File: src/rtl/stopwatch_ctrl.sv
// -----------------------------------------------------------------------------
// stopwatch_ctrl
// Sequencer for a two-digit BCD stopwatch / countdown datapath. It owns the
// IDLE/RUN/PAUSE/DONE state machine and the BCD count. It also drives one
// shared 7-segment decoder by alternating between the ones and tens digits.
//
// Ports
//   clk       system clock, rising edge
//   rst_n     asynchronous active-low reset
//   tick      one-cycle count enable from the slow divider (clk domain)
//   pb_start  raw start/pause button, asynchronous, active-high
//   pb_clear  raw clear button, asynchronous, active-high
//   sw_load   level, loads the tens preset while idle
//   sw_dir    0 = count up, 1 = count down (latched on start from IDLE)
//   preset    BCD tens preset, values above 9 clamp to 9
//   ones/tens BCD count
//   digit     digit currently routed to the shared decoder
//   en0/en1   ones/tens digit enables, exactly one high
//   running   high in RUN
//   done      high in DONE
// -----------------------------------------------------------------------------
module stopwatch_ctrl #(
   parameter int DEB_CYCLES = 4,
   parameter int MUX_DIV    = 16
) (
   input  logic       clk,
   input  logic       rst_n,
   input  logic       tick,
   input  logic       pb_start,
   input  logic       pb_clear,
   input  logic       sw_load,
   input  logic       sw_dir,
   input  logic [3:0] preset,
   output logic [3:0] ones,
   output logic [3:0] tens,
   output logic [3:0] digit,
   output logic       en0,
   output logic       en1,
   output logic       running,
   output logic       done
);

   localparam int DW = (DEB_CYCLES > 1) ? $clog2(DEB_CYCLES) : 1;
   localparam int MW = (MUX_DIV > 1) ? $clog2(MUX_DIV) : 1;

   typedef enum logic [1:0] {
      ST_IDLE  = 2'd0,
      ST_RUN   = 2'd1,
      ST_PAUSE = 2'd2,
      ST_DONE  = 2'd3
   } state_t;

   // Button path, index 0 = start, index 1 = clear
   logic [1:0]    sync1_r;
   logic [1:0]    sync2_r;
   logic [1:0]    deb_r;
   logic [1:0]    press_r;
   logic [DW-1:0] deb_cnt_r [2];

   logic          start_ev_s;
   logic          clear_ev_s;

   // FSM and count
   state_t        state_r;
   state_t        state_nx;
   logic [3:0]    ones_r;
   logic [3:0]    tens_r;
   logic [3:0]    ones_nx;
   logic [3:0]    tens_nx;
   logic          dir_r;
   logic          dir_nx;
   logic          running_r;
   logic          done_r;

   logic [3:0]    step_ones_s;
   logic [3:0]    step_tens_s;
   logic          at_term_s;
   logic          step_term_s;
   logic [3:0]    preset_clamp_s;

   // Digit scheduler
   logic [MW-1:0] mux_cnt_r;
   logic          slot_r;
   logic          slot_nx_s;
   logic          wrap_s;
   logic [3:0]    digit_r;
   logic          en0_r;
   logic          en1_r;

   // Two-flop synchronisers followed by counting debouncers. The press pulse
   // is registered in the same edge that flips the debounced level, so a clean
   // raw edge appears as a pulse 2+DEB_CYCLES cycles later.
   always_ff @(posedge clk or negedge rst_n) begin
      if (!rst_n) begin
         sync1_r <= 2'b00;
         sync2_r <= 2'b00;
         deb_r   <= 2'b00;
         press_r <= 2'b00;
         for (int i = 0; i < 2; i++) begin
            deb_cnt_r[i] <= '0;
         end
      end else begin
         sync1_r <= {pb_clear, pb_start};
         sync2_r <= sync1_r;
         for (int i = 0; i < 2; i++) begin
            if (sync2_r[i] != deb_r[i]) begin
               if (deb_cnt_r[i] == DW'(DEB_CYCLES - 1)) begin
                  deb_r[i]     <= sync2_r[i];
                  deb_cnt_r[i] <= '0;
                  press_r[i]   <= sync2_r[i];
               end else begin
                  deb_cnt_r[i] <= deb_cnt_r[i] + DW'(1);
                  press_r[i]   <= 1'b0;
               end
            end else begin
               // any sample agreeing with the accepted level restarts the run
               deb_cnt_r[i] <= '0;
               press_r[i]   <= 1'b0;
            end
         end
      end
   end

   assign start_ev_s = press_r[0];
   assign clear_ev_s = press_r[1];

   assign preset_clamp_s = (preset > 4'd9) ? 4'd9 : preset;

   // One BCD step in the latched direction, plus terminal-value detection for
   // the current count and for the stepped count.
   always_comb begin
      step_ones_s = ones_r;
      step_tens_s = tens_r;
      if (dir_r) begin
         if (ones_r == 4'd0) begin
            step_ones_s = 4'd9;
            step_tens_s = tens_r - 4'd1;
         end else begin
            step_ones_s = ones_r - 4'd1;
         end
         at_term_s   = (ones_r == 4'd0) && (tens_r == 4'd0);
         step_term_s = (step_ones_s == 4'd0) && (step_tens_s == 4'd0);
      end else begin
         if (ones_r == 4'd9) begin
            step_ones_s = 4'd0;
            step_tens_s = tens_r + 4'd1;
         end else begin
            step_ones_s = ones_r + 4'd1;
         end
         at_term_s   = (ones_r == 4'd9) && (tens_r == 4'd9);
         step_term_s = (step_ones_s == 4'd9) && (step_tens_s == 4'd9);
      end
   end

   // Next-state and next-count decode; clear overrides everything else.
   always_comb begin
      state_nx = state_r;
      ones_nx  = ones_r;
      tens_nx  = tens_r;
      dir_nx   = dir_r;
      if (clear_ev_s) begin
         state_nx = ST_IDLE;
         ones_nx  = 4'd0;
         tens_nx  = 4'd0;
      end else begin
         case (state_r)
            ST_IDLE: begin
               if (sw_load) begin
                  tens_nx = preset_clamp_s;
                  ones_nx = 4'd0;
               end else begin
                  tens_nx = tens_r;
               end
               if (start_ev_s) begin
                  dir_nx = sw_dir;
                  // a down count starting from 00 has nothing to do
                  if (sw_dir && (ones_nx == 4'd0) && (tens_nx == 4'd0)) begin
                     state_nx = ST_DONE;
                  end else begin
                     state_nx = ST_RUN;
                  end
               end else begin
                  state_nx = ST_IDLE;
               end
            end
            ST_RUN: begin
               if (tick) begin
                  if (at_term_s) begin
                     state_nx = ST_DONE;
                  end else begin
                     ones_nx = step_ones_s;
                     tens_nx = step_tens_s;
                     // reaching the terminal value beats a simultaneous pause
                     if (step_term_s) begin
                        state_nx = ST_DONE;
                     end else if (start_ev_s) begin
                        state_nx = ST_PAUSE;
                     end else begin
                        state_nx = ST_RUN;
                     end
                  end
               end else if (start_ev_s) begin
                  state_nx = ST_PAUSE;
               end else begin
                  state_nx = ST_RUN;
               end
            end
            ST_PAUSE: begin
               if (start_ev_s) begin
                  state_nx = ST_RUN;
               end else begin
                  state_nx = ST_PAUSE;
               end
            end
            ST_DONE: begin
               state_nx = ST_DONE;
            end
            default: begin
               state_nx = ST_IDLE;
               ones_nx  = 4'd0;
               tens_nx  = 4'd0;
            end
         endcase
      end
   end

   // FSM register; status flags decode the next state so they move with it.
   always_ff @(posedge clk or negedge rst_n) begin
      if (!rst_n) begin
         state_r   <= ST_IDLE;
         ones_r    <= 4'd0;
         tens_r    <= 4'd0;
         dir_r     <= 1'b0;
         running_r <= 1'b0;
         done_r    <= 1'b0;
      end else begin
         state_r   <= state_nx;
         ones_r    <= ones_nx;
         tens_r    <= tens_nx;
         dir_r     <= dir_nx;
         running_r <= (state_nx == ST_RUN);
         done_r    <= (state_nx == ST_DONE);
      end
   end

   assign wrap_s    = (mux_cnt_r == MW'(MUX_DIV - 1));
   assign slot_nx_s = wrap_s ? ~slot_r : slot_r;

   // Free-running digit scheduler; enables and digit are registered from the
   // next slot together, so there is never a blank or overlapping cycle.
   always_ff @(posedge clk or negedge rst_n) begin
      if (!rst_n) begin
         mux_cnt_r <= '0;
         slot_r    <= 1'b0;
         digit_r   <= 4'd0;
         en0_r     <= 1'b1;
         en1_r     <= 1'b0;
      end else begin
         mux_cnt_r <= wrap_s ? '0 : (mux_cnt_r + MW'(1));
         slot_r    <= slot_nx_s;
         digit_r   <= slot_nx_s ? tens_r : ones_r;
         en0_r     <= ~slot_nx_s;
         en1_r     <= slot_nx_s;
      end
   end

   assign ones    = ones_r;
   assign tens    = tens_r;
   assign digit   = digit_r;
   assign en0     = en0_r;
   assign en1     = en1_r;
   assign running = running_r;
   assign done    = done_r;

endmodule

File: config.mk
export PLATFORM = sky130hd
export DESIGN_NAME = stopwatch_ctrl
export DESIGN_NICKNAME = d
export VERILOG_FILES = /design/src/rtl/stopwatch_ctrl.sv
export SDC_FILE = /design/constraint.sdc
export NUM_CORES = 1
export LEC_CHECK = 0
export CELL_PAD_IN_SITES_DETAIL_PLACEMENT = 1
export CELL_PAD_IN_SITES_GLOBAL_PLACEMENT = 1
export CORE_AREA = 2 2 94 60
export DETAILED_ROUTE_END_ITERATION = 10
export DIE_AREA = 0 0 96 62
export PLACE_DENSITY_LB_ADDON = 0.1
export SYNTH_ARGS = -nofsm -noshare
export SYNTH_HDL_FRONTEND = slang
export SYNTH_SLANG_ARGS = --single-unit
File: constraint.sdc
create_clock -name clk -period 2.25 [get_ports clk]
set_input_delay 0.45 -clock clk [delete_from_list [all_inputs] [get_ports clk]]
set_output_delay 0.45 -clock clk [all_outputs]
set_load 0.1 [all_outputs]
==> flow_summary.toml <==
[synth]
syn-num-nets = 238
yosys_most_used_dff = "sky130_fd_sc_hd__dfrtp_1"
number_of_flops_mapped_to_enable_cells_by_yosys = 0
synth.distinct_cells = 58
leading_post_synthesis_cells_by_cell_area = "sky130_fd_sc_hd__dfrtp_1 (41%), sky130_fd_sc_hd__ha_1 (4.2%), sky130_fd_sc_hd__o21ai_0 (3.6%), sky130_fd_sc_hd__nor2_1 (3.4%), sky130_fd_sc_hd__nand2_1 (3.1%)"
ys_seq_elements = 35
yosysWarningCount = 0
synth.largest_area_cell = "sky130_fd_sc_hd__dfrtp_1"
post_synth_instance_area_mm2 = 0.00207
postSynthAreaPerCell_um2 = 9.41
synth_async_sr_flop_share_pct = 100
seq_area_frac_synth_pct = 42.4
netlist_instances = 220
yosys.area.top_type_share_pct = 41.1

[hold_path]
worstHoldPathType = "flip-flop to flip-flop"

[outcome]
outcome = "completed"

[sta]
report.final.slew_viol_count = 0
slew_at_the_pin_closest_to_its_max_slew_limit_ps = 517
hold_viol = 0
finalCritPeriodShare_pct = 94.2
setup_repair_after_global_routing_missed_its_margin = "false"
hold-worst-slack_ps = 353
maxClockFrequency_mhz = 472
setup_viol_count_final = 0
clock_skew_ps = 11.9
post-route-min-period_ps = 2120
relSlewSlack_pct = 65.3

[clock_tree]
level_count_of_the_clock_h_tree = 2
cts-buffers-inserted = 5
path_clk_slew_ps = 80
worst_skew_pair.late_latency_ps = 290
cts_tree = "done"
cts-hold-fix-buffers = 0
cts_num_sinks = 35
cts.path.max_buffers = 2
clock_tree.root_cell = "sky130_fd_sc_hd__clkbuf_8"

[critical_path]
worst-endpoint-required_ps = 2440
critical_path.n_buffers_inverters = 1
crit_path_cell_chain = "clkinvlp_4 > ha_1 > or3_1 > a21oi_1 > o22ai_2 > a41o_1"
cpPeakStageDelay_ps = 490
reg2reg_setup_slack_ps = 130
timing.setup.critical_path_class = "flip-flop to flip-flop"
worstSetupStartpointType = "flip-flop"
crit_arrival_ps = 2310
critPathMaxFanout = 9
crit_family = "compound AO/OA/AOI/OAI gates"
critical_path.slowest_cell = "sky130_fd_sc_hd__dfrtp_4"
setup.worst_path.end_class = "flip-flop"

[floorplan]
pin_count = 27
die_x_um = 96
core.rowCount = 21
design.core.area_mm2 = 0.00523
start_util_pct = 39.6
floorplan.die_area_mm2 = 0.00595
floorplan.die.height_um = 62

[global_route]
grt_max_degree = 36
grt_antenna_before_repair = 0
gr-usage-all-layers_pct = 22.7
grt_pass1_wl_um = 10100
grt_remaining_overflow = 0
number_of_global_route_vias_before_repair = 1934

[placed_design]
dp_hpwl_um = 4520
routabilityCongestion = 0.996
dpl-instance-area_mm2 = 0.00242
io_buffer_count = 26

[routing]
drt-met1-wl_um = 2900
post-route-drc-count = 0
drtAntennaViolNets = 0
detailroute.wirelength.met2_um = 2830
initial_drt_pass_iterations = 4
vias = 1880
via_per_inst = 5.80
met3_wirelength_um = 461
drt_wl_total_um = 6230
drt_iter0_markers = 143
routed_wire_length_per_instance_um = 19.2
highest-signal-layer = "met4"

[power]
static-leakage-power_nw = 1.10
max-vdd-ir-drop_mv = 0.678
powerDensity_mw_per_mm2 = 1700

[cells_and_area]
synth_to_final_area_change_pct = 24.0
final_design_area_no_fill_mm2 = 0.00257
n_antenna_cell = 0
num-nets-final = 272
drive_above_1_share_pct = 23.5

[flow_run]
drv.max_cap_violation_count = 0
==> path summary, 6_finish.rpt <==
kind / start / end / depth (start not counted)
min in group asynchronous: rst_n / dir_r / 2
worst max register to register: tens[1] / running / 6
max in group asynchronous: rst_n / tens[1] / 2
worst min-delay path: sync1_r[0] / sync2_r[0] / 0
worst min register to register: sync1_r[0] / sync2_r[0] / 0
worst max-delay path: tens[1] / running / 6
==> routing by layer <==
| metal | vias up | GRT usage (%) |
|---|---|---|
| li1 | 861 | - |
| met1 | 948 | 31.7 |
| met2 | 67 | 35.9 |
| met3 | 4 | 5.31 |
| met4 | 0 | 6.12 |
| met5 | - | 0 |
==> state kept, by name, indices dropped and copies added (netlist names), 2 cells and up <==
signal	count
state_r	2
deb_r	2
sync2_r	2
deb_cnt_r	4
tens	4
mux_cnt_r	4
ones	4
digit	4
sync1_r	2
press_r	2
==> power by group <==
group	switching [W]	internal (W)	total, W
clock network	0.000253	0.000330	0.000583
registers	0.000265	0.000848	0.00111
logic	0.00184	0.000835	0.00268
==> synthesized netlist by cell type, drive strengths merged, types with 2 or more instances <==
master and count:
o41ai 2, dfrtp 34, buf 4, a21oi 11
nor2 19, and3b 3, a31oi 4, nor3 4
nand2 17, nor4 3, or3 2, a32o 2
o21bai 2, nor4b 3, inv 11, a211oi 5
o21ai 18, nor2b 4, a2bb2oi 2, o22ai 3
mux2i 4, xor2 2, xnor2 4, ha 7
nand2b 3, nand3 7, mux2 4, a21o 3
clkbuf 11
==> worst reg2reg max path: stages (launching register included) <==
cell	delay (ps)
sky130_fd_sc_hd__dfrtp_4	490
sky130_fd_sc_hd__clkinvlp_4	170
sky130_fd_sc_hd__ha_1	360
sky130_fd_sc_hd__or3_1	370
sky130_fd_sc_hd__a21oi_1	210
sky130_fd_sc_hd__o22ai_2	150
sky130_fd_sc_hd__a41o_1	280
==> kinds of logic (layout without fill, tap and decap cells) <==
| logic type | count (synthesis) | count (layout) | share of synthesized area [%] |
|---|---|---|---|
| AO/OA/AOI/OAI | 65 | 65 | 22.6 |
| XOR/XNOR | 6 | 6 | 2.54 |
| adder cells (fa/ha/maj) | 7 | 7 | 4.23 |
| buffers and inverters | 26 | 61 | 5.32 |
| flip-flops | 35 | 35 | 42.4 |
| multiplexers | 8 | 8 | 4.11 |
| AND/OR/NAND/NOR | 73 | 73 | 18.9 |
==> final cells by class <==
cell class              instances  area (um2)
fillers                       600        2660
multi-input cells             159        1090
flip-flops and latches         35         888
repair buffers                 42         340
well taps                      69        86.3
clock buffers                   5        68.8
inverters                      11        45.0
clock inverters                 3        43.8
==> layout by cell type, fill, tap and decap left out, types with 3 or more instances in the layout <==
cell | netlist | routed
sky130_fd_sc_hd__dfrtp_2 | 0 | 3
sky130_fd_sc_hd__nor4_1 | 3 | 3
sky130_fd_sc_hd__mux2i_1 | 4 | 4
sky130_fd_sc_hd__mux2_2 | 4 | 4
sky130_fd_sc_hd__nor2_1 | 19 | 19
sky130_fd_sc_hd__nor3_1 | 4 | 4
sky130_fd_sc_hd__nor4b_1 | 3 | 3
sky130_fd_sc_hd__nand3_1 | 6 | 6
sky130_fd_sc_hd__inv_1 | 11 | 10
sky130_fd_sc_hd__nand2b_1 | 3 | 3
sky130_fd_sc_hd__dfrtp_1 | 34 | 29
sky130_fd_sc_hd__a21o_1 | 3 | 3
sky130_fd_sc_hd__a21oi_1 | 11 | 11
sky130_fd_sc_hd__and3b_1 | 3 | 3
sky130_fd_sc_hd__nor2b_1 | 4 | 4
sky130_fd_sc_hd__xnor2_1 | 4 | 4
sky130_fd_sc_hd__clkbuf_8 | 0 | 5
sky130_fd_sc_hd__a31oi_1 | 4 | 4
sky130_fd_sc_hd__o21ai_0 | 15 | 15
sky130_fd_sc_hd__buf_4 | 1 | 32
sky130_fd_sc_hd__clkdlybuf4s50_1 | 0 | 10
sky130_fd_sc_hd__nand2_1 | 17 | 17
sky130_fd_sc_hd__a211oi_1 | 5 | 4
sky130_fd_sc_hd__ha_1 | 7 | 7
==> metrics by stage <==
stage / setup WS [ps] / std cells / power, W / utilization [%] / TNS (ps)
2_1_floorplan: 2.23 / 220 / 0.00301 / - / 0
3_3_place_gp: 28.6 / 313 / 0.00364 / 46.2 / 0
3_5_place_dp: -47.3 / 313 / 0.00370 / 46.2 / -51.3
4_1_cts: 38.9 / 321 / 0.00430 / 48.4 / 0
5_1_grt: 21.2 / 324 / 0.00464 / 49.1 / 0
6_report: 130 / 324 / 0.00438 / 49.1 / 0
==> what timing repair did <==
item                                    4_1_cts  5_1_grt
endpoints found under the setup margin        0        3
gates resized for setup                       0        3
buffers inserted                              0        3
endpoints found under the hold margin         0        0
(Power assumes the default switching activity.)
